<file path="config.mk">
export PLATFORM = sky130hd
export DESIGN_NAME = mc_ctrl
export DESIGN_NICKNAME = d
export VERILOG_FILES = /design/src/rtl/mc_ctrl_pkg.sv /design/src/rtl/mc_ctrl_dec.sv /design/src/rtl/mc_ctrl.sv
export SDC_FILE = /design/constraint.sdc
export NUM_CORES = 1
export LEC_CHECK = 0
export BUFFER_PORTS_ARGS = -buffer_cell sky130_fd_sc_hd__buf_4
export CORE_MARGIN = 8
export CORE_UTILIZATION = 35
export CTS_CLUSTER_DIAMETER = 120
export DETAILED_ROUTE_END_ITERATION = 6
export HOLD_SLACK_MARGIN = 0.05
export MAX_ROUTING_LAYER = met4
export PLACE_DENSITY = 0.81
export SETUP_SLACK_MARGIN = 0.15
export SYNTH_ARGS = -nofsm -noshare
export SYNTH_HDL_FRONTEND = slang
export SYNTH_SLANG_ARGS = --single-unit
</file>
<file path="constraint.sdc">
create_clock -name clk -period 1.45 [get_ports clk]
set_input_delay 0.145 -clock clk [delete_from_list [all_inputs] [get_ports clk]]
set_output_delay 0.145 -clock clk [all_outputs]
set_load 0.05 [all_outputs]
</file>
<file path="src/rtl/mc_ctrl_pkg.sv">
// mc_ctrl_pkg: state codes, opcode/func values, instruction classes and datapath select encodings
package mc_ctrl_pkg;
  typedef enum logic [3:0] {
    S_RST, S_FETCH, S_DECODE, S_EXE, S_MEMRD, S_MEMWR, S_WBALU, S_WBMEM, S_BRANCH, S_JUMP
  } state_t;
  typedef enum logic [3:0] {
    C_ILL, C_R, C_JR, C_ORI, C_LUI, C_LW, C_SW, C_BEQ, C_J, C_JAL
  } cls_t;
  localparam logic [5:0] OP_R    = 6'h00;
  localparam logic [5:0] OP_J    = 6'h02;
  localparam logic [5:0] OP_JAL  = 6'h03;
  localparam logic [5:0] OP_BEQ  = 6'h04;
  localparam logic [5:0] OP_ORI  = 6'h0d;
  localparam logic [5:0] OP_LUI  = 6'h0f;
  localparam logic [5:0] OP_LW   = 6'h23;
  localparam logic [5:0] OP_SW   = 6'h2b;
  localparam logic [5:0] FN_ADDU = 6'h21;
  localparam logic [5:0] FN_SUBU = 6'h23;
  localparam logic [5:0] FN_JR   = 6'h08;
  localparam logic [1:0] ALU_ADD  = 2'b00;
  localparam logic [1:0] ALU_SUB  = 2'b01;
  localparam logic [1:0] ALU_FUNC = 2'b10;
  localparam logic [1:0] ALU_OP   = 2'b11;
  localparam logic [1:0] SRCB_RT  = 2'b00;
  localparam logic [1:0] SRCB_4   = 2'b01;
  localparam logic [1:0] SRCB_IMM = 2'b10;
  localparam logic [1:0] EXT_ZERO = 2'b00;
  localparam logic [1:0] EXT_SIGN = 2'b01;
  localparam logic [1:0] EXT_LUI  = 2'b10;
  localparam logic [1:0] DST_RT   = 2'b00;
  localparam logic [1:0] DST_RD   = 2'b01;
  localparam logic [1:0] DST_RA   = 2'b10;
  localparam logic [1:0] M2R_ALU  = 2'b00;
  localparam logic [1:0] M2R_MEM  = 2'b01;
  localparam logic [1:0] M2R_PC   = 2'b10;
  localparam logic [1:0] NPC_PC4  = 2'b00;
  localparam logic [1:0] NPC_BR   = 2'b01;
  localparam logic [1:0] NPC_J    = 2'b10;
  localparam logic [1:0] NPC_RS   = 2'b11;
endpackage

</file>
<file path="src/rtl/mc_ctrl_dec.sv">
// mc_ctrl_dec: classifies a latched op/func pair into an instruction class and flags unsupported encodings
module mc_ctrl_dec
  import mc_ctrl_pkg::*;
(
  input  logic [5:0] i_op,
  input  logic [5:0] i_func,
  output logic [3:0] o_cls,
  output logic       o_illegal
);
  // opcode/func lookup; R-type only accepts addu, subu and jr
  always_comb begin
    o_cls = C_ILL;
    case (i_op)
      OP_R:    o_cls = (i_func == FN_ADDU || i_func == FN_SUBU) ? C_R : (i_func == FN_JR) ? C_JR : C_ILL;
      OP_ORI:  o_cls = C_ORI;
      OP_LUI:  o_cls = C_LUI;
      OP_LW:   o_cls = C_LW;
      OP_SW:   o_cls = C_SW;
      OP_BEQ:  o_cls = C_BEQ;
      OP_J:    o_cls = C_J;
      OP_JAL:  o_cls = C_JAL;
      default: o_cls = C_ILL;
    endcase
  end
  assign o_illegal = (o_cls == C_ILL);
endmodule

</file>
<file path="src/rtl/mc_ctrl.sv">
// mc_ctrl: multi-cycle MIPS control FSM; optional perf counters under INSTR_CNT_EN
module mc_ctrl
  import mc_ctrl_pkg::*;
#(
  parameter logic [31:0] RST_PC = 32'h0000_3000
`ifdef INSTR_CNT_EN
  , parameter int CNT_W = 32
`endif
) (
  input  logic        clk,
  input  logic        rst_n,
  input  logic [31:0] i_instr,
  input  logic        i_zero,
  output logic [5:0]  o_op,
  output logic [5:0]  o_func,
  output logic [1:0]  o_aluop,
  output logic        o_pc_we,
  output logic        o_ir_we,
  output logic        o_reg_we,
  output logic        o_mem_we,
  output logic [1:0]  o_alu_src_b,
  output logic [1:0]  o_ext_op,
  output logic [1:0]  o_reg_dst,
  output logic [1:0]  o_mem_to_reg,
  output logic [1:0]  o_npc_sel,
  output logic [31:0] o_pc_init,
  output logic        o_illegal
`ifdef INSTR_CNT_EN
  , output logic [CNT_W-1:0] o_cyc_cnt
  , output logic [CNT_W-1:0] o_ret_cnt
`endif
);
  state_t     r_state;
  logic [5:0] r_op;
  logic [5:0] r_func;
  logic [3:0] w_cls;
  logic       w_illegal;
  logic       w_unused;
  assign w_unused  = ^i_instr[25:6];
  assign o_op      = r_op;
  assign o_func    = r_func;
  assign o_pc_init = RST_PC;
  mc_ctrl_dec u_dec (
    .i_op      (r_op),
    .i_func    (r_func),
    .o_cls     (w_cls),
    .o_illegal (w_illegal)
  );
  // state sequencing and op/func latch, which tracks the IR write in FETCH
  always_ff @(posedge clk or negedge rst_n) begin
    if (!rst_n) begin
      r_state <= S_RST;
      r_op    <= '0;
      r_func  <= '0;
    end else begin
      if (r_state == S_FETCH) begin
        r_op   <= i_instr[31:26];
        r_func <= i_instr[5:0];
      end
      case (r_state)
        S_RST:    r_state <= S_FETCH;
        S_FETCH:  r_state <= S_DECODE;
        S_DECODE: r_state <= w_illegal ? S_FETCH : (w_cls == C_BEQ) ? S_BRANCH :
                             (w_cls == C_J || w_cls == C_JAL || w_cls == C_JR) ? S_JUMP : S_EXE;
        S_EXE:    r_state <= (w_cls == C_LW) ? S_MEMRD : (w_cls == C_SW) ? S_MEMWR : S_WBALU;
        S_MEMRD:  r_state <= S_WBMEM;
        default:  r_state <= S_FETCH;
      endcase
    end
  end
  // Moore output decode from state and latched class; branch PC write follows the live zero flag
  always_comb begin
    o_ir_we      = 1'b0;
    o_pc_we      = 1'b0;
    o_reg_we     = 1'b0;
    o_mem_we     = 1'b0;
    o_illegal    = 1'b0;
    o_aluop      = ALU_ADD;
    o_alu_src_b  = SRCB_RT;
    o_ext_op     = EXT_ZERO;
    o_reg_dst    = DST_RT;
    o_mem_to_reg = M2R_ALU;
    o_npc_sel    = NPC_PC4;
    case (r_state)
      S_FETCH: begin
        o_ir_we     = 1'b1;
        o_pc_we     = 1'b1;
        o_alu_src_b = SRCB_4;
      end
      S_DECODE: begin
        o_alu_src_b = SRCB_IMM;
        o_ext_op    = EXT_SIGN;
        o_illegal   = w_illegal;
      end
      S_EXE: begin
        o_aluop     = (w_cls == C_R) ? ALU_FUNC : (w_cls == C_ORI || w_cls == C_LUI) ? ALU_OP : ALU_ADD;
        o_alu_src_b = (w_cls == C_R) ? SRCB_RT : SRCB_IMM;
        o_ext_op    = (w_cls == C_ORI || w_cls == C_R) ? EXT_ZERO : (w_cls == C_LUI) ? EXT_LUI : EXT_SIGN;
      end
      S_MEMWR: o_mem_we = 1'b1;
      S_WBALU: begin
        o_reg_we  = 1'b1;
        o_reg_dst = (w_cls == C_R) ? DST_RD : DST_RT;
      end
      S_WBMEM: begin
        o_reg_we     = 1'b1;
        o_mem_to_reg = M2R_MEM;
      end
      S_BRANCH: begin
        o_aluop   = ALU_SUB;
        o_pc_we   = i_zero;
        o_npc_sel = NPC_BR;
      end
      S_JUMP: begin
        o_pc_we      = 1'b1;
        o_npc_sel    = (w_cls == C_JR) ? NPC_RS : NPC_J;
        o_reg_we     = (w_cls == C_JAL);
        o_reg_dst    = (w_cls == C_JAL) ? DST_RA : DST_RT;
        o_mem_to_reg = (w_cls == C_JAL) ? M2R_PC : M2R_ALU;
      end
      default: ;
    endcase
  end
`ifdef INSTR_CNT_EN
  logic w_ret;
  assign w_ret = (r_state inside {S_MEMWR, S_WBALU, S_WBMEM, S_BRANCH, S_JUMP}) ||
                 (r_state == S_DECODE && w_illegal);
  // cycle counter excludes RST; retire counter bumps on each return to FETCH
  always_ff @(posedge clk or negedge rst_n) begin
    if (!rst_n) begin
      o_cyc_cnt <= '0;
      o_ret_cnt <= '0;
    end else begin
      if (r_state != S_RST) o_cyc_cnt <= o_cyc_cnt + CNT_W'(1);
      if (w_ret) o_ret_cnt <= o_ret_cnt + CNT_W'(1);
    end
  end
`endif
endmodule
</file>
Word level (Yosys, flattened, before mapping)
Index checks and enable logic that the tools add are counted.
Widths: inputs -> output; s select.
{"block": "totals", "ff_bits": 16, "in_bits": 35, "out_inout_bits": 61, "word_cells": 68}
{"block": "classes", "n_eq_ne": 28, "mux": 28, "n_reduce_logical": 9}
{"operator": "$eq 4x3->1 const B", "n": 8}
{"operator": "$pmux 4 s8", "n": 1}
{"operator": "$eq 6x6->1 const B", "n": 4}
{"operator": "$pmux 2 s2", "n": 5}
{"operator": "$eq 6x4->1 const B", "n": 3}
{"operator": "$mux 2", "n": 9}
{"operator": "$eq 4x2->1 const B", "n": 4}
{"operator": "$eq 4x4->1 const B", "n": 4}
{"operator": "$mux 4", "n": 4}
{"operator": "$pmux 4 s4", "n": 1}
{"operator": "$eq 6x2->1 const B", "n": 2}
{"operator": "$eq 4x1->1 const B", "n": 2}
{"operator": "$eq 6x3->1 const B", "n": 1}
{"operator": "$logic_not 6->1", "n": 1}
{"operator": "$pmux 2 s3", "n": 1}
{"operator": "$logic_or 1x1->1", "n": 5}
{"operator": "$mux 1", "n": 5}
{"operator": "$logic_not 4->1", "n": 1}
{"operator": "$pmux 1 s2", "n": 2}
{"operator": "$reduce_or 2->1", "n": 2}

Depth between registers and ports, before layout
Gate-level depths: netlist (run 1).
{"block": "logic_depth", "ltp_word": 11, "ltp_mapped": 5, "depth_no_buf": 5}

Hierarchy
Synthesis (run 1) repeated with hierarchy kept, for this count alone.
{"block": "unflattened", "hier_cells": 151, "area_unflattened_um2": 1387.6}
{"module": "mc_ctrl", "n_inst": 1, "cells_each": 120, "area_per_inst_um2": 1177.4, "seq_area_each_um2": 400.4}
{"module": "mc_ctrl_dec", "n_inst": 1, "cells_each": 31, "area_per_inst_um2": 210.2, "seq_area_each_um2": 0.0}

Least setup slack after synthesis (run 1)
Ideal clock, no wire load.
{"block": "synth_path", "kind": "reg-to-output", "start": "register r_state[3]", "end": "output port o_reg_we", "arrival_ns": 2.858, "t_required_ns": 1.305, "slack_ns": -1.553, "stages_incl_launch_ff": 6, "path_buffers": 1, "path_cell_list": "dfrtp_1 -> buf_4 -> inv_1 -> nor3_1 -> o2111a_1 -> a31o_1"}
{"block": "synth_via", "elab_chain_cells": 3, "elab_cells_between_ends": 5, "classes_between": "eq/ne (3); mux (1); reduce/logical (1)"}
{"item": "start: declaration", "line_no": "mc_ctrl.sv:33", "source": "state_t r_state;"}
{"item": "start signal: assignment", "line_no": "mc_ctrl.sv:63", "source": "S_DECODE: r_state <= w_illegal ? S_FETCH : (w_cls == C_BEQ) ? S_BRANCH :"}
{"item": "start signal: assignment", "line_no": "mc_ctrl.sv:65", "source": "S_EXE: r_state <= (w_cls == C_LW) ? S_MEMRD : (w_cls == C_SW) ? S_MEMWR : S_WBALU;"}
{"item": "$eq 4x3->1", "line_no": "mc_ctrl.sv:84", "source": "case (r_state)"}
{"item": "$reduce_or 2->1 (no line)"}
{"item": "$pmux 1 s2 (*)", "line_no": "mc_ctrl.sv:84"}
{"item": "end: declaration", "line_no": "mc_ctrl.sv:19", "source": "output logic o_reg_we,"}
Mark *: on every way between the ends. The rest lies on a longest branch, timed or not.

Worst setup path after layout (run 1)
{"block": "layout_path", "start": "register r_op[1] (netlist: o_op[1])", "end": "output port o_illegal"}
{"block": "layout_via", "elab_chain_cells": 4, "elab_cells_between_ends": 11, "classes_between": "eq/ne (7); mux (2); reduce/logical (2)"}
{"item": "start: declaration", "line_no": "mc_ctrl.sv:34", "source": "logic [5:0] r_op;"}
{"item": "start signal: assignment", "line_no": "mc_ctrl.sv:57", "source": "r_op <= i_instr[31:26];"}
{"item": "$eq 6x2->1, or another cell as far along", "line_no": "mc_ctrl_dec.sv:13", "source": "case (i_op)"}
{"item": "$pmux 4 s8 (*)", "line_no": "mc_ctrl_dec.sv:13"}
{"item": "$logic_not 4->1 (*)", "line_no": "mc_ctrl_dec.sv:25", "source": "assign o_illegal = (o_cls == C_ILL);"}
{"item": "$mux 1 (*)", "line_no": "mc_ctrl.sv:84"}
{"item": "end: declaration", "line_no": "mc_ctrl.sv:27", "source": "output logic o_illegal"}
Marked as above.

==> flow_metrics.env, run 1 <==
export IMPL_routabilityCongestion=0.851
export IMPL_final_nets=269
export IMPL_synth_warnings=0
export IMPL_core_rowCount=21
export IMPL_finalPower_mw=6.26
export IMPL_synth_top_area_cell="dfrtp_1"
export IMPL_holdWs_ns=0.0828
export IMPL_met3_usage_pct=1.73
export IMPL_synthTopCellsByArea="dfrtp_1, buf_4, mux2_2"
export IMPL_cts_root_buffer="clkbuf_4"
export IMPL_dieArea_sq_um=5630
export IMPL_start_util_pct=36.5
export IMPL_routed_via_density=4.59
export IMPL_clk_path_buf_depth=2
export IMPL_fin_crit_ns=2.10
export IMPL_cp_arrival_ns=1.96
export IMPL_grt_overflow=0
export IMPL_grt_busiest_layer="met2"
export IMPL_htreeDepth=1
export IMPL_yosys_cell_types_count=32
export IMPL_setup_viol=30
export IMPL_critPathMaxFanout=5
export IMPL_drt_wirelength_per_cell_um=17.2
export IMPL_outcome="complete, but fails checks"
export IMPL_insertedDiodeCount=0
export IMPL_ys_seq_elements=16
export IMPL_io_buffers=43
export IMPL_antenna_left=0
export IMPL_maxSlewViolCount=0
export IMPL_p_sw_mw=3.14
export IMPL_finClkSkew_ns=0.00420
export IMPL_grt_use_total_pct=15.8
export IMPL_end_kind="output port"
export IMPL_hold_violations=0
export IMPL_layout_drive_gt1_share_pct=74.2
export IMPL_p_seq_share_pct=17.0
export IMPL_synth_area_per_cell_sq_um=9.30
export IMPL_powerDensity_nw_per_um2=2530
export IMPL_clkTransAtPathRegs_ns=0.10
export IMPL_p_sw_share_pct=50.2
export IMPL_dieWidth_um=75.0
export IMPL_finalNonFillerCells=279
export IMPL_final_core_util_pct=74.1
export IMPL_dp_cells=250
export IMPL_drc=0
export IMPL_clock_latency_ns=0.28
export IMPL_first_iter_violations=38
export IMPL_worst_ir_drop_vdd_uv=1350
export IMPL_synth_top_area_share_pct=32.9
export IMPL_grt_pass1_vias=1373
export IMPL_cts_sinks=16
export IMPL_hpwl_um=2900
export IMPL_syn_to_final_growth_pct=103
export IMPL_core_sq_um=3340
export IMPL_hold_path_class="in -> reg"
export IMPL_rsz0062_at_grt="true"
export IMPL_met2_usage_pct=30.6
export IMPL_fmax_ghz=0.476
export IMPL_cts_tree="done"
export IMPL_post_route_period_util_pct=145
export IMPL_fin_ws_ns=-0.652
export IMPL_setup_tns_final_ns=-7.37
export IMPL_grt_max_degree=17
export IMPL_violations="negative setup slack"
export IMPL_grt_use_met1_pct=16.6
export IMPL_synth_area_sq_um=1220
export IMPL_p_int_mw=3.11
export IMPL_io_pins=96
export IMPL_routed_wirelength_um=4790
export IMPL_firstDrtPassIters=4
export IMPL_grt_pass1_wl_um=6670
export IMPL_critical_path_class="reg -> out"
export IMPL_crit_required_ns=1.31
export IMPL_antenna_found_initial=0
export IMPL_synthCells=131
export IMPL_p_leak_nw=1.18
export IMPL_startpoint_type="flop"
export IMPL_power_share_clock_pct=4.0
export IMPL_power_frac_comb_pct=79.0
export IMPL_drv_cap=0
export IMPL_chipHeight_um=75.0
export IMPL_cts_buffers=3
export IMPL_seq_area_frac_synth_pct=32.9
export IMPL_fillers=236
export IMPL_vias=1281
## cell families (layout without fill, tap and decap cells)
logic type	Yosys count	count (layout)	share of synthesized area [%]
xor+xnor	1	1	0.719
buf+inv	41	113	23.7
compound gates	16	16	10.6
other cells	2	32	0.616
simple gates	43	43	20.4
flops	16	16	32.9
mux	12	12	11.1
## final timing paths
kind / from / to / slack [ns] / cells past startpoint
hold reg to reg: o_func[1]$_DFFE_PN0P_ / o_func[1]$_DFFE_PN0P_ / 0.64 / 2
min in group asynchronous: rst_n / o_func[5]$_DFFE_PN0P_ / 0.29 / 2
setup reg to reg: o_op[1]$_DFFE_PN0P_ / r_state[1]$_DFF_PN0_ / -0.18 / 6
setup / recovery: o_op[1]$_DFFE_PN0P_ / o_illegal / -0.65 / 6
hold / removal: i_instr[29] / o_op[3]$_DFFE_PN0P_ / 0.08 / 2
max in group asynchronous: rst_n / r_state[2]$_DFF_PN0_ / 0.95 / 2
## layer usage
metal | vias up | share of wire [%] | wire length (um)
li1 | 595 | - | -
met1 | 634 | 36 | 1720
met2 | 46 | 58 | 2780
met3 | 6 | 3.9 | 187
met4 | 0 | 1.9 | 93
met5 | - | 0 | 0
## power by group through the flow
| stage | Clock [mW] | Combinational, mW | Sequential (mW) |
|---|---|---|---|
| 6_report | 0.248 | 4.94 | 1.07 |
| 5_1_grt | 0.272 | 5.16 | 1.10 |
| 4_1_cts | 0.251 | 4.62 | 0.987 |
| 3_5_place_dp | 0 | 3.83 | 0.994 |
| 3_3_place_gp | 0 | 3.77 | 0.986 |
| 2_1_floorplan | 0 | 2.03 | 1.59 |
## cells in the mapped netlist (all sizes together)
cell type   n
a41o        1
inv         2
nand2       5
nand4       3
a31o        1
clkbuf      3
and3        3
o22ai       1
a21o        1
nand2b      3
xnor2       1
nand3b      1
a2111oi     2
nor2b       4
nor3       10
a22oi       1
nand3       1
o2111a      1
conb        2
dfrtp      16
buf        36
a21boi      1
nand4b      1
nor2        9
nor3b       1
mux2       12
a21oi       7
nor4b       2
## sequential cells by signal (all words and copies together) (netlist names)
register	flops
o_op	6
o_func	6
r_state	4
## worst max-delay path: stages (launching register included)
cell	delay (ns)
dfrtp_2	0.48
nor2b_2	0.20
buf_4	0.14
and3_1	0.18
nor3_2	0.29
and3_4	0.24
buf_8	0.14
## through the flow
| step | setup WS, ns | instance area (sq um) |
|---|---|---|
| 3_3_place_gp | -0.288 | 1920 |
| 6_report | -0.652 | 2470 |
| 3_5_place_dp | -0.327 | 1920 |
| 4_1_cts | -0.570 | 2340 |
| 5_1_grt | -0.717 | 2470 |
| 2_1_floorplan | -0.576 | 1560 |
## cells in the final DEF (no fill, tap or decap), drive strengths merged, types with 2 or more instances in the layout
master,netlist,layout
dfrtp,16,16
mux2,12,12
a21oi,7,7
and3,3,3
nand4,3,3
clkbuf,3,4
conb,2,32
nor3,10,10
nand2,5,5
nor2b,4,4
buf,36,106
nor4b,2,2
nor2,9,9
nand2b,3,3
a2111oi,2,2
## final cells by class
type / instances / area [sq um] / area share [%]
Multi-Input combinational cell: 104 / 937 / 37.9
Timing Repair Buffer: 107 / 1020 / 41.2
Sequential cell: 16 / 418 / 16.9
Inverter: 2 / 13.8 / 0.557
Clock buffer: 4 / 26.3 / 1.06
Tap cell: 46 / 57.6 / 2.33
## what timing repair did
item | CTS | global route
pin swaps | 12 | 13
endpoints found under the hold margin | 16 | 0
hold buffers | 1 | 0
gates resized for setup | 66 | 20
cloned | 0 | 0
setup buffers | 17 | 7
endpoints found under the setup margin | 32 | 32
Note: power is estimated with default switching activity, not from simulation.
==> inputs of run 2 (changes only) <==
- CORE_MARGIN: 8 -> 1.5
- SKIP_LAST_GASP: not set -> 1
==> run 2 against run 1 <==
The run still ends with negative setup slack left. Via count is 2.0% higher. Maximum frequency is 1.6% higher. Cell count is 1.1% higher. First-iteration DRC count is 13% lower. Sequential power hardly changed. Worst hold slack better by 0.0026 ns. Combinational power is 3% higher. Clock skew is 0.0048 ns higher. Count of clock-buffer cells in the layout stayed put. Sequential share of layout area is 0.37 points lower.
==> flow_metrics.env, run 2 (synthesized netlist as in run 1, its figures left out) <==
export IMPL_insertedDiodeCount=0
export IMPL_grt_pass1_vias=1250
export IMPL_post_route_period_util_pct=143
export IMPL_fmax_ghz=0.483
export IMPL_core_sq_um=3340
export IMPL_crit_required_ns=1.31
export IMPL_crit_start="o_op[0]$_DFFE_PN0P_"
export IMPL_fin_ws_ns=-0.619
export IMPL_p_seq_share_pct=16.1
export IMPL_p_sw_share_pct=49.4
export IMPL_dieWidth_um=62.0
export IMPL_final_common_cell="buf_4"
export IMPL_powerDensity_nw_per_um2=2540
export IMPL_io_buffers=43
export IMPL_hpwl_um=2420
export IMPL_timing_hold_worst_start="i_instr[1]"
export IMPL_dp_cells=251
export IMPL_dieArea_sq_um=3840
export IMPL_cts_buffers=3
export IMPL_p_int_mw=3.26
export IMPL_violations="negative setup slack"
export IMPL_finClkSkew_ns=0.00903
export IMPL_chipHeight_um=62.0
export IMPL_p_sw_mw=3.18
export IMPL_grt_max_degree=17
export IMPL_io_pins=96
export IMPL_grt_pass1_wl_um=5830
export IMPL_first_iter_violations=33
export IMPL_drt_wirelength_per_cell_um=15.4
export IMPL_drc=0
export IMPL_grt_overflow=0
export IMPL_rsz0062_at_grt="true"
export IMPL_clkTransAtPathRegs_ns=0.10
export IMPL_routed_wirelength_um=4330
export IMPL_routabilityCongestion=0.893
export IMPL_outcome="complete, but fails checks"
export IMPL_p_leak_nw=1.22
export IMPL_critPathMaxStageDelay_ns=0.45
export IMPL_vias=1307
export IMPL_finalNonFillerCells=282
export IMPL_worst_path_dominant_cell_family="simple AND/OR/NAND/NOR gates"
export IMPL_firstDrtPassIters=4
export IMPL_final_nets=272
export IMPL_antenna_left=0
export IMPL_clk_path_buf_depth=2
export IMPL_reg2reg_from="o_op[2]$_DFFE_PN0P_"
export IMPL_maxSlewViolCount=0
export IMPL_grt_use_total_pct=21.5
export IMPL_fin_crit_ns=2.07
export IMPL_drv_cap=0
export IMPL_power_share_clock_pct=4.6
export IMPL_reg2reg_slack_ns=-0.15
export IMPL_fillers=216
export IMPL_startpoint_type="flop"
export IMPL_syn_to_final_growth_pct=108
export IMPL_setup_viol=30
export IMPL_hold_violations=0
export IMPL_layout_drive_gt1_share_pct=76.3
export IMPL_cts_tree="done"
export IMPL_critPathMaxFanout=3
export IMPL_cp_arrival_ns=1.92
export IMPL_final_core_util_pct=76.0
export IMPL_power_frac_comb_pct=79.4
export IMPL_cp_buffers_inverters=2
export IMPL_hold_path_class="in -> reg"
export IMPL_worst_ir_drop_vdd_uv=1600
export IMPL_end_kind="output port"
export IMPL_core_rowCount=21
export IMPL_layout_common_cells="buf_4, conb_1, buf_6"
export IMPL_routed_via_density=4.63
export IMPL_antenna_found_initial=0
export IMPL_clock_latency_ns=0.28
export IMPL_crit_slowest_cell="dfrtp_2"
export IMPL_htreeDepth=1
export IMPL_critical_path_class="reg -> out"
export IMPL_crit_chain="nor4b_2, nand4_1, buf_6, a2111oi_4, buf_6"
export IMPL_start_util_pct=36.5
export IMPL_cts_sinks=16
export IMPL_cts_root_buffer="clkbuf_4"
export IMPL_crit_top_cell="buf_6"
[run 2: timing repair]
action                     4_1_cts  5_1_grt
gates resized for setup         68       24
setup endpoints to repair       32       33
hold buffers                     1        0
hold endpoints to repair        16        0
pin swaps                       14        7
buffers inserted                18        8
[run 2: per-stage QoR]
| stage | power (mW) | TNS (ns) | setup slack [ns] | hold slack [ns] | cell area (sq um) |
|---|---|---|---|---|---|
| 2_1_floorplan | 3.62 | -3.98 | -0.576 | -0.151 | 1560 |
| 3_3_place_gp | 4.77 | -1.97 | -0.275 | 0.0123 | 1930 |
| 3_5_place_dp | 4.83 | -2.33 | -0.308 | 0.0140 | 1930 |
| 4_1_cts | 5.92 | -6.57 | -0.571 | 0.0824 | 2370 |
| 5_1_grt | 6.72 | -9.52 | -0.697 | 0.0695 | 2530 |
| 6_report | 6.44 | -8.03 | -0.619 | 0.0855 | 2530 |
[run 2: cell type report]
type,count,area (sq um),share of cell area (%)
sequential,16,419,16.5
tap,46,57.6,2.27
clock buffer,4,36.3,1.43
inverter,2,11.3,0.444
multi-input combinational,104,968,38.2
timing repair buffer,110,1040,41.1
[run 2: per-layer routing]
metal / up-vias / track usage [%] / share of wire, %
li1: 604 / - / -
met1: 637 / 23.7 / 37
met2: 56 / 39.1 / 58
met3: 10 / 2.07 / 3.4
met4: 0 / 8.81 / 2.3
met5: - / - / 0
[run 2: worst paths after layout]
path / to / depth (start not counted)
worst max-delay path: o_aluop[1] / 5
worst max register to register: r_state[1]$_DFF_PN0_ / 7
max in group asynchronous: o_op[2]$_DFFE_PN0P_ / 2
worst min register to register: o_func[3]$_DFFE_PN0P_ / 2
min in group asynchronous: o_func[5]$_DFFE_PN0P_ / 2
worst min-delay path: o_func[1]$_DFFE_PN0P_ / 2
[run 2: power by group through the flow]
stage               Clock [mW]  Combinational [mW]  Sequential (mW)
floorplan                    0                2.03             1.59
global placement             0                3.82            0.956
detailed placement           0                3.86            0.967
CTS                      0.294                4.65            0.978
global route             0.326                5.33             1.06
finish                   0.294                5.11             1.04
